`config.mk`:
```
export PLATFORM = sky130hd
export DESIGN_NAME = hour_cnt_flat
export DESIGN_NICKNAME = d
export VERILOG_FILES = /design/src/rtl/hour_cnt_if.sv /design/src/rtl/hour_cnt.sv /design/src/flat_wrapper.sv
export SDC_FILE = /design/constraint.sdc
export NUM_CORES = 1
export LEC_CHECK = 0
export CORE_MARGIN = 4
export CORE_UTILIZATION = 54
export CTS_BUF_LIST = sky130_fd_sc_hd__clkbuf_2
export DETAILED_ROUTE_END_ITERATION = 10
export HOLD_SLACK_MARGIN = 0.1
export PLACE_DENSITY = 0.81
export SLEW_MARGIN = 15
export SYNTH_ARGS = -nofsm -noshare
export SYNTH_HDL_FRONTEND = slang
export SYNTH_SLANG_ARGS = --single-unit
```
`constraint.sdc`:
```
create_clock -name hour_clk -period 3 [get_ports hour_clk]
set_input_delay 0.45 -clock hour_clk [delete_from_list [all_inputs] [get_ports hour_clk]]
set_output_delay 0.45 -clock hour_clk [all_outputs]
set_load 0.005 [all_outputs]
```
`src/rtl/hour_cnt_if.sv`:
```
// Hour-stage bus: count/set controls in, hour value and display digits out.
interface hour_cnt_if;
    logic       hour_en;
    logic       hour_set_en;
    logic       hour_inc;
    logic       hour_dec;
    logic       hour_mode24;
    logic [4:0] hour_bin;
    logic [1:0] hour_bcd_tens;
    logic [3:0] hour_bcd_ones;
    logic       hour_pm;
    logic       hour_day_out;
    logic       hour_chime;

    modport master (
        output hour_en, hour_set_en, hour_inc, hour_dec, hour_mode24,
        input  hour_bin, hour_bcd_tens, hour_bcd_ones, hour_pm, hour_day_out, hour_chime
    );
    modport slave (
        input  hour_en, hour_set_en, hour_inc, hour_dec, hour_mode24,
        output hour_bin, hour_bcd_tens, hour_bcd_ones, hour_pm, hour_day_out, hour_chime
    );
endinterface

```
`src/rtl/hour_cnt.sv`:
```
// Hour counter (24h binary) with manual set mode, BCD 12h/24h display and day pulse.
// Optional hourly chime pulse built when HOUR_CHIME_EN is defined.
module hour_cnt #(
    parameter int RESET_HOUR   = 0,
    parameter int CHIME_CYCLES = 4
) (
    input  logic     hour_clk,
    input  logic     hour_rst_n,
    hour_cnt_if.slave bus
);
    localparam logic [4:0] RST_H =
        (RESET_HOUR >= 0 && RESET_HOUR <= 23) ? 5'(RESET_HOUR) : 5'd0;

    typedef enum logic {RUN, SET} state_t;

    state_t     state, state_nxt;
    logic [4:0] hour_q, hour_nxt;
    logic       day_q, day_nxt;
    logic       inc_q, dec_q;
    logic       inc_edge, dec_edge;
    logic [4:0] disp_v;
    logic [1:0] tens_c, tens_q;
    logic [3:0] ones_c, ones_q;
    logic       pm_q;

    assign inc_edge = bus.hour_inc & ~inc_q;
    assign dec_edge = bus.hour_dec & ~dec_q;

    always_ff @(posedge hour_clk or negedge hour_rst_n) begin
        if (!hour_rst_n) begin
            state  <= RUN;
            hour_q <= RST_H;
            day_q  <= 1'b0;
            inc_q  <= 1'b1;
            dec_q  <= 1'b1;
            tens_q <= 2'd0;
            ones_q <= 4'd0;
            pm_q   <= 1'b0;
        end else begin
            state  <= state_nxt;
            hour_q <= hour_nxt;
            day_q  <= day_nxt;
            inc_q  <= bus.hour_inc;
            dec_q  <= bus.hour_dec;
            tens_q <= tens_c;
            ones_q <= ones_c;
            pm_q   <= (hour_q >= 5'd12);
        end
    end

    // The state being left still governs the cycle in which set_en changes.
    always_comb begin
        state_nxt = state;
        hour_nxt  = hour_q;
        day_nxt   = 1'b0;
        case (state)
            RUN: begin
                if (bus.hour_en) begin
                    if (hour_q == 5'd23) begin
                        hour_nxt = 5'd0;
                        day_nxt  = 1'b1;
                    end else begin
                        hour_nxt = hour_q + 5'd1;
                    end
                end
                if (bus.hour_set_en) state_nxt = SET;
            end
            SET: begin
                if (inc_edge && !dec_edge)
                    hour_nxt = (hour_q == 5'd23) ? 5'd0 : hour_q + 5'd1;
                else if (dec_edge && !inc_edge)
                    hour_nxt = (hour_q == 5'd0) ? 5'd23 : hour_q - 5'd1;
                if (!bus.hour_set_en) state_nxt = RUN;
            end
            default: state_nxt = RUN;
        endcase
    end

    // 12h view maps 0 and 12 to "12".
    always_comb begin
        disp_v = hour_q;
        if (!bus.hour_mode24) begin
            if (hour_q >= 5'd12) disp_v = hour_q - 5'd12;
            if (disp_v == 5'd0)  disp_v = 5'd12;
        end
        if (disp_v >= 5'd20) begin
            tens_c = 2'd2;
            ones_c = 4'(disp_v - 5'd20);
        end else if (disp_v >= 5'd10) begin
            tens_c = 2'd1;
            ones_c = 4'(disp_v - 5'd10);
        end else begin
            tens_c = 2'd0;
            ones_c = disp_v[3:0];
        end
    end

`ifdef HOUR_CHIME_EN
    logic [7:0] chime_cnt;
    logic       chime_start;

    assign chime_start = (state == RUN) && bus.hour_en;

    always_ff @(posedge hour_clk or negedge hour_rst_n) begin
        if (!hour_rst_n)
            chime_cnt <= 8'd0;
        else if (chime_start)
            chime_cnt <= 8'(CHIME_CYCLES);
        else if (chime_cnt != 8'd0)
            chime_cnt <= chime_cnt - 8'd1;
    end

    assign bus.hour_chime = (chime_cnt != 8'd0);
`else
    // CHIME_CYCLES only matters when the chime is built; this term is constant 0.
    assign bus.hour_chime = (CHIME_CYCLES < 0);
`endif

    assign bus.hour_bin      = hour_q;
    assign bus.hour_day_out  = day_q;
    assign bus.hour_bcd_tens = tens_q;
    assign bus.hour_bcd_ones = ones_q;
    assign bus.hour_pm       = pm_q;
endmodule

```
`src/flat_wrapper.sv`:
```
// flat-port wrapper written by rule: the top's interface ports become plain ports
module hour_cnt_flat 
#(
    parameter int RESET_HOUR   = 0,
    parameter int CHIME_CYCLES = 4
)
  (hour_clk, hour_rst_n, bus_hour_en, bus_hour_set_en, bus_hour_inc, bus_hour_dec, bus_hour_mode24, bus_hour_bin, bus_hour_bcd_tens, bus_hour_bcd_ones, bus_hour_pm, bus_hour_day_out, bus_hour_chime);
  hour_cnt_if bus_i ();
  input  logic hour_clk;
  input  logic hour_rst_n;
  input wire logic [$bits(bus_i.hour_en)-1:0] bus_hour_en;
  input wire logic [$bits(bus_i.hour_set_en)-1:0] bus_hour_set_en;
  input wire logic [$bits(bus_i.hour_inc)-1:0] bus_hour_inc;
  input wire logic [$bits(bus_i.hour_dec)-1:0] bus_hour_dec;
  input wire logic [$bits(bus_i.hour_mode24)-1:0] bus_hour_mode24;
  output wire logic [$bits(bus_i.hour_bin)-1:0] bus_hour_bin;
  output wire logic [$bits(bus_i.hour_bcd_tens)-1:0] bus_hour_bcd_tens;
  output wire logic [$bits(bus_i.hour_bcd_ones)-1:0] bus_hour_bcd_ones;
  output wire logic [$bits(bus_i.hour_pm)-1:0] bus_hour_pm;
  output wire logic [$bits(bus_i.hour_day_out)-1:0] bus_hour_day_out;
  output wire logic [$bits(bus_i.hour_chime)-1:0] bus_hour_chime;
  assign bus_i.hour_en = bus_hour_en;
  assign bus_i.hour_set_en = bus_hour_set_en;
  assign bus_i.hour_inc = bus_hour_inc;
  assign bus_i.hour_dec = bus_hour_dec;
  assign bus_i.hour_mode24 = bus_hour_mode24;
  assign bus_hour_bin = bus_i.hour_bin;
  assign bus_hour_bcd_tens = bus_i.hour_bcd_tens;
  assign bus_hour_bcd_ones = bus_i.hour_bcd_ones;
  assign bus_hour_pm = bus_i.hour_pm;
  assign bus_hour_day_out = bus_i.hour_day_out;
  assign bus_hour_chime = bus_i.hour_chime;
  hour_cnt #(.RESET_HOUR(RESET_HOUR), .CHIME_CYCLES(CHIME_CYCLES)) u_core (.hour_clk(hour_clk), .hour_rst_n(hour_rst_n), .bus(bus_i));
endmodule
```
==> results of run 1 <==
worst max path at each step:
stage,from,endpoint,depth (start not counted)
finish,u_core.bus.hour_bin[2]$_DFFE_PN0P_,u_core.bus.hour_bcd_ones[1]$_DFF_PN0_,10
global placement,u_core.bus.hour_bin[1]$_DFFE_PN0P_,u_core.bus.hour_bcd_ones[1]$_DFF_PN0_,10
CTS,u_core.bus.hour_bin[1]$_DFFE_PN0P_,u_core.bus.hour_bcd_ones[1]$_DFF_PN0_,10
floorplan,u_core.bus.hour_bin[3]$_DFFE_PN0P_,u_core.bus.hour_bcd_ones[1]$_DFF_PN0_,10
global route,u_core.bus.hour_bin[2]$_DFFE_PN0P_,u_core.bus.hour_bcd_ones[1]$_DFF_PN0_,10
detailed placement,u_core.bus.hour_bin[1]$_DFFE_PN0P_,u_core.bus.hour_bcd_ones[1]$_DFF_PN0_,10
cell usage after synthesis (3+ instances only):
| master | n |
|---|---|
| dfrtp_1 | 14 |
| nand2_1 | 12 |
| o21ai_0 | 10 |
| ha_1 | 9 |
| inv_1 | 7 |
| a21oi_1 | 6 |
| nand3_1 | 6 |
| nor2_1 | 5 |
| nor2b_1 | 4 |
| a31oi_1 | 3 |
| nand2b_1 | 3 |
| o21a_1 | 3 |
| xnor2_1 | 3 |
logic make-up (layout without fill, tap and decap cells):
family,Yosys count,in the layout,synth area share [%]
simple gates,45,45,21.10
compound gates,42,42,24.33
flops,16,16,33.47
buf+inv,13,34,7.589
fa+ha+maj,9,9,9.356
xor+xnor,4,4,2.911
other cells,1,1,0.3116
mux,1,1,0.9355
registers in the layout, summed over array words and instances (netlist names):
name and flops:
u_core.bus.hour_bcd_ones 4, u_core.bus.hour_bcd_tens 2, u_core.bus.hour_bin 5, u_core.bus.hour_day_out 1
u_core.bus.hour_pm 1, u_core.dec_q 1, u_core.inc_q 1, u_core.state 1
per-stage QoR:
step	total power, mW	worst slack [ns]	hold slack [ns]	cell area (um2)	instances
after global placement	1.288	0.3282	0.5261	1393	175
after floorplan	1.028	0.5825	0.1544	1204	131
after CTS	1.423	0.1976	0.5404	1411	179
after detailed placement	1.318	0.2578	0.5548	1393	175
after global routing	1.551	0.00003975	0.5319	1415	179
final	1.424	0.2398	0.5425	1415	179
layout make-up:
type	instances	area, um2
Timing Repair Buffer	23	220.2
Fill cell	179	626.9
Tap cell	27	33.78
Inverter	7	26.28
Sequential cell	16	406.6
Multi-Input combinational cell	102	709.4
Clock buffer	3	15.01
Clock inverter	1	3.754
worst reg2reg max path, delay by kind of cell, from the launching register on:
kind | cells | cell delay, ns
AO/OA/AOI/OAI | 3 | 0.71
flip-flops | 1 | 0.56
AND/OR/NAND/NOR | 2 | 0.40
XOR/XNOR | 1 | 0.12
buffers and inverters | 2 | 0.29
adder cells (fa/ha/maj) | 2 | 0.59
power breakdown:
group / internal (mW) / switching, mW / leakage [nW]
Combinational: 0.482 / 0.451 / 0.395
Sequential: 0.299 / 0.0931 / 0.186
Clock: 0.0289 / 0.0692 / 0.0140
repair_timing:
action / 4_1_cts / 5_1_grt
gates resized for setup: 0 / 3
hold endpoints to repair: 0 / 0
endpoints found under the setup margin: 0 / 1
per-layer routing:
metal  global-route usage [%]  vias to the layer above  share of wire [%]
li1                         -                      513                  -
met1                    23.36                      497                 45
met2                    31.42                       29                 48
met3                    5.594                        5                5.1
met4                    7.639                        0                1.6
met5                        0                        -                  0
==> impl_metrics.env, run 1 <==
export IMPL_outcome="completed"
export IMPL_yosysSeqAreaShare_pct=33.47
export IMPL_layout_drive_gt1_share_pct=15.79
export IMPL_worst_path_buf_inv=2
export IMPL_vias=1044
export IMPL_nets=169
export IMPL_synth_area_um2=1204
export IMPL_dr_pass1_iters=4
export IMPL_ioPinCount=21
export IMPL_rows=16
export IMPL_ys_seq_elements=16
export IMPL_critPathRequiredTime_ns=3.20
export IMPL_max_slew_margin_pct=52.23
export IMPL_grt_pass1_wl_um=4705
export IMPL_post_drt_wl_per_cell_um=15.09
export IMPL_ys_warn_count=0
export IMPL_dp_hpwl_um=2101
export IMPL_path_class="register to register"
export IMPL_ant_nets=0
export IMPL_r2r_start="u_core.bus.hour_bin[2]$_DFFE_PN0P_"
export IMPL_cp_cell_sequence="inv_1, ha_1, nor4bb_1, or3_1, o22a_2, inv_1, ha_1, o311ai_0, a32o_2, xnor2_1"
export IMPL_start_kind="register"
export IMPL_reg2regPathDepth=10
export IMPL_cts_max_path_buffers=2
export IMPL_die_w_um=55.21
export IMPL_path_max_fanout=10
export IMPL_power_leakage_nw=0.5956
export IMPL_slowest_stage="dfrtp_1"
export IMPL_r2r_end="u_core.bus.hour_bcd_ones[1]$_DFF_PN0_"
export IMPL_die_y_um=55.21
export IMPL_htreeDepth=1
export IMPL_layout_commonest_cell="clkdlybuf4s50_1"
export IMPL_route_detailed_drc=0
export IMPL_max_stage_delay_ns=0.56
export IMPL_clock_fmax_mhz=362.3
export IMPL_layout_common_cells="clkdlybuf4s50_1, nand2_1, dfrtp_1"
export IMPL_synth_edff_count=0
export IMPL_p_per_area_nw_per_um2=1006
export IMPL_overflow=0
export IMPL_synthArstFlopShare_pct=100.0
export IMPL_ys_types=50
export IMPL_r2r_setup_slack_ns=0.24
export IMPL_clk_pin_slew_ns=0.16
export IMPL_cp_top_family="compound AO/OA/AOI/OAI gates"
export IMPL_timing_final_crit_share_pct=92.01
export IMPL_hold_viol=0
export IMPL_clkSinkCount=16
export IMPL_numCtsBuffers=3
export IMPL_cts_root_buf="clkbuf_2"
export IMPL_clock_latency_ns=0.31
export IMPL_utilization_pct=69.30
export IMPL_yosysTopAreaCell="dfrtp_1"
export IMPL_ys_flop_type="dfrtp_1"
export IMPL_coreArea_um2=2042
export IMPL_cts_setup_buffers=0
export IMPL_fin_crit_ns=2.760
export IMPL_area_delta_synth_final_pct=17.57
export IMPL_gp_congestion=0.9385
export IMPL_tritoncts="built"
export IMPL_endpoint_kind="register"
export IMPL_hold_path_class="input port to asynchronous set/reset pin"
export IMPL_setup_viol=0
export IMPL_drtIter0Drc=33
export IMPL_grt_max_degree=17
export IMPL_vias_per_cell=5.832
export IMPL_fin_tns_setup_ns=0
export IMPL_drt_total_wl_um=2702
export IMPL_hold_buffers=0
export IMPL_start_util_pct=58.95
export IMPL_clock_skew_ns=0.01879
export IMPL_rsz0062_at_grt="false"
export IMPL_syn_inst=131
export IMPL_syn_area_per_cell_um2=9.188
export IMPL_grtUsageTotal_pct=19.12
export IMPL_antenna_found_initial=0
export IMPL_antenna_cells=0
export IMPL_worst_slew_pin_slew_ns=0.7143
export IMPL_maxSlewViolCount=0
export IMPL_portBuffers=19
export IMPL_die_area_um2=3048
export IMPL_synth_fp_nets=147
export IMPL_synth_top_cell_area_share_pct=29.11
export IMPL_grt_pass1_vias=1056
export IMPL_yosys_top_cells_area="dfrtp_1, ha_1, dfstp_2, o21ai_0, nand2_1"
export IMPL_worstPathArrival_ns=2.96
export IMPL_drv_cap=0
export IMPL_vdd_drop_max_v=0.0007026
Power figures use the tool's default switching activity.
==> inputs of run 2 (changes only) <==
- CTS_CLUSTER_DIAMETER: default -> 150
==> results of run 2 <==
No change in the layout: final DEF, timing and power equal those of run 1.
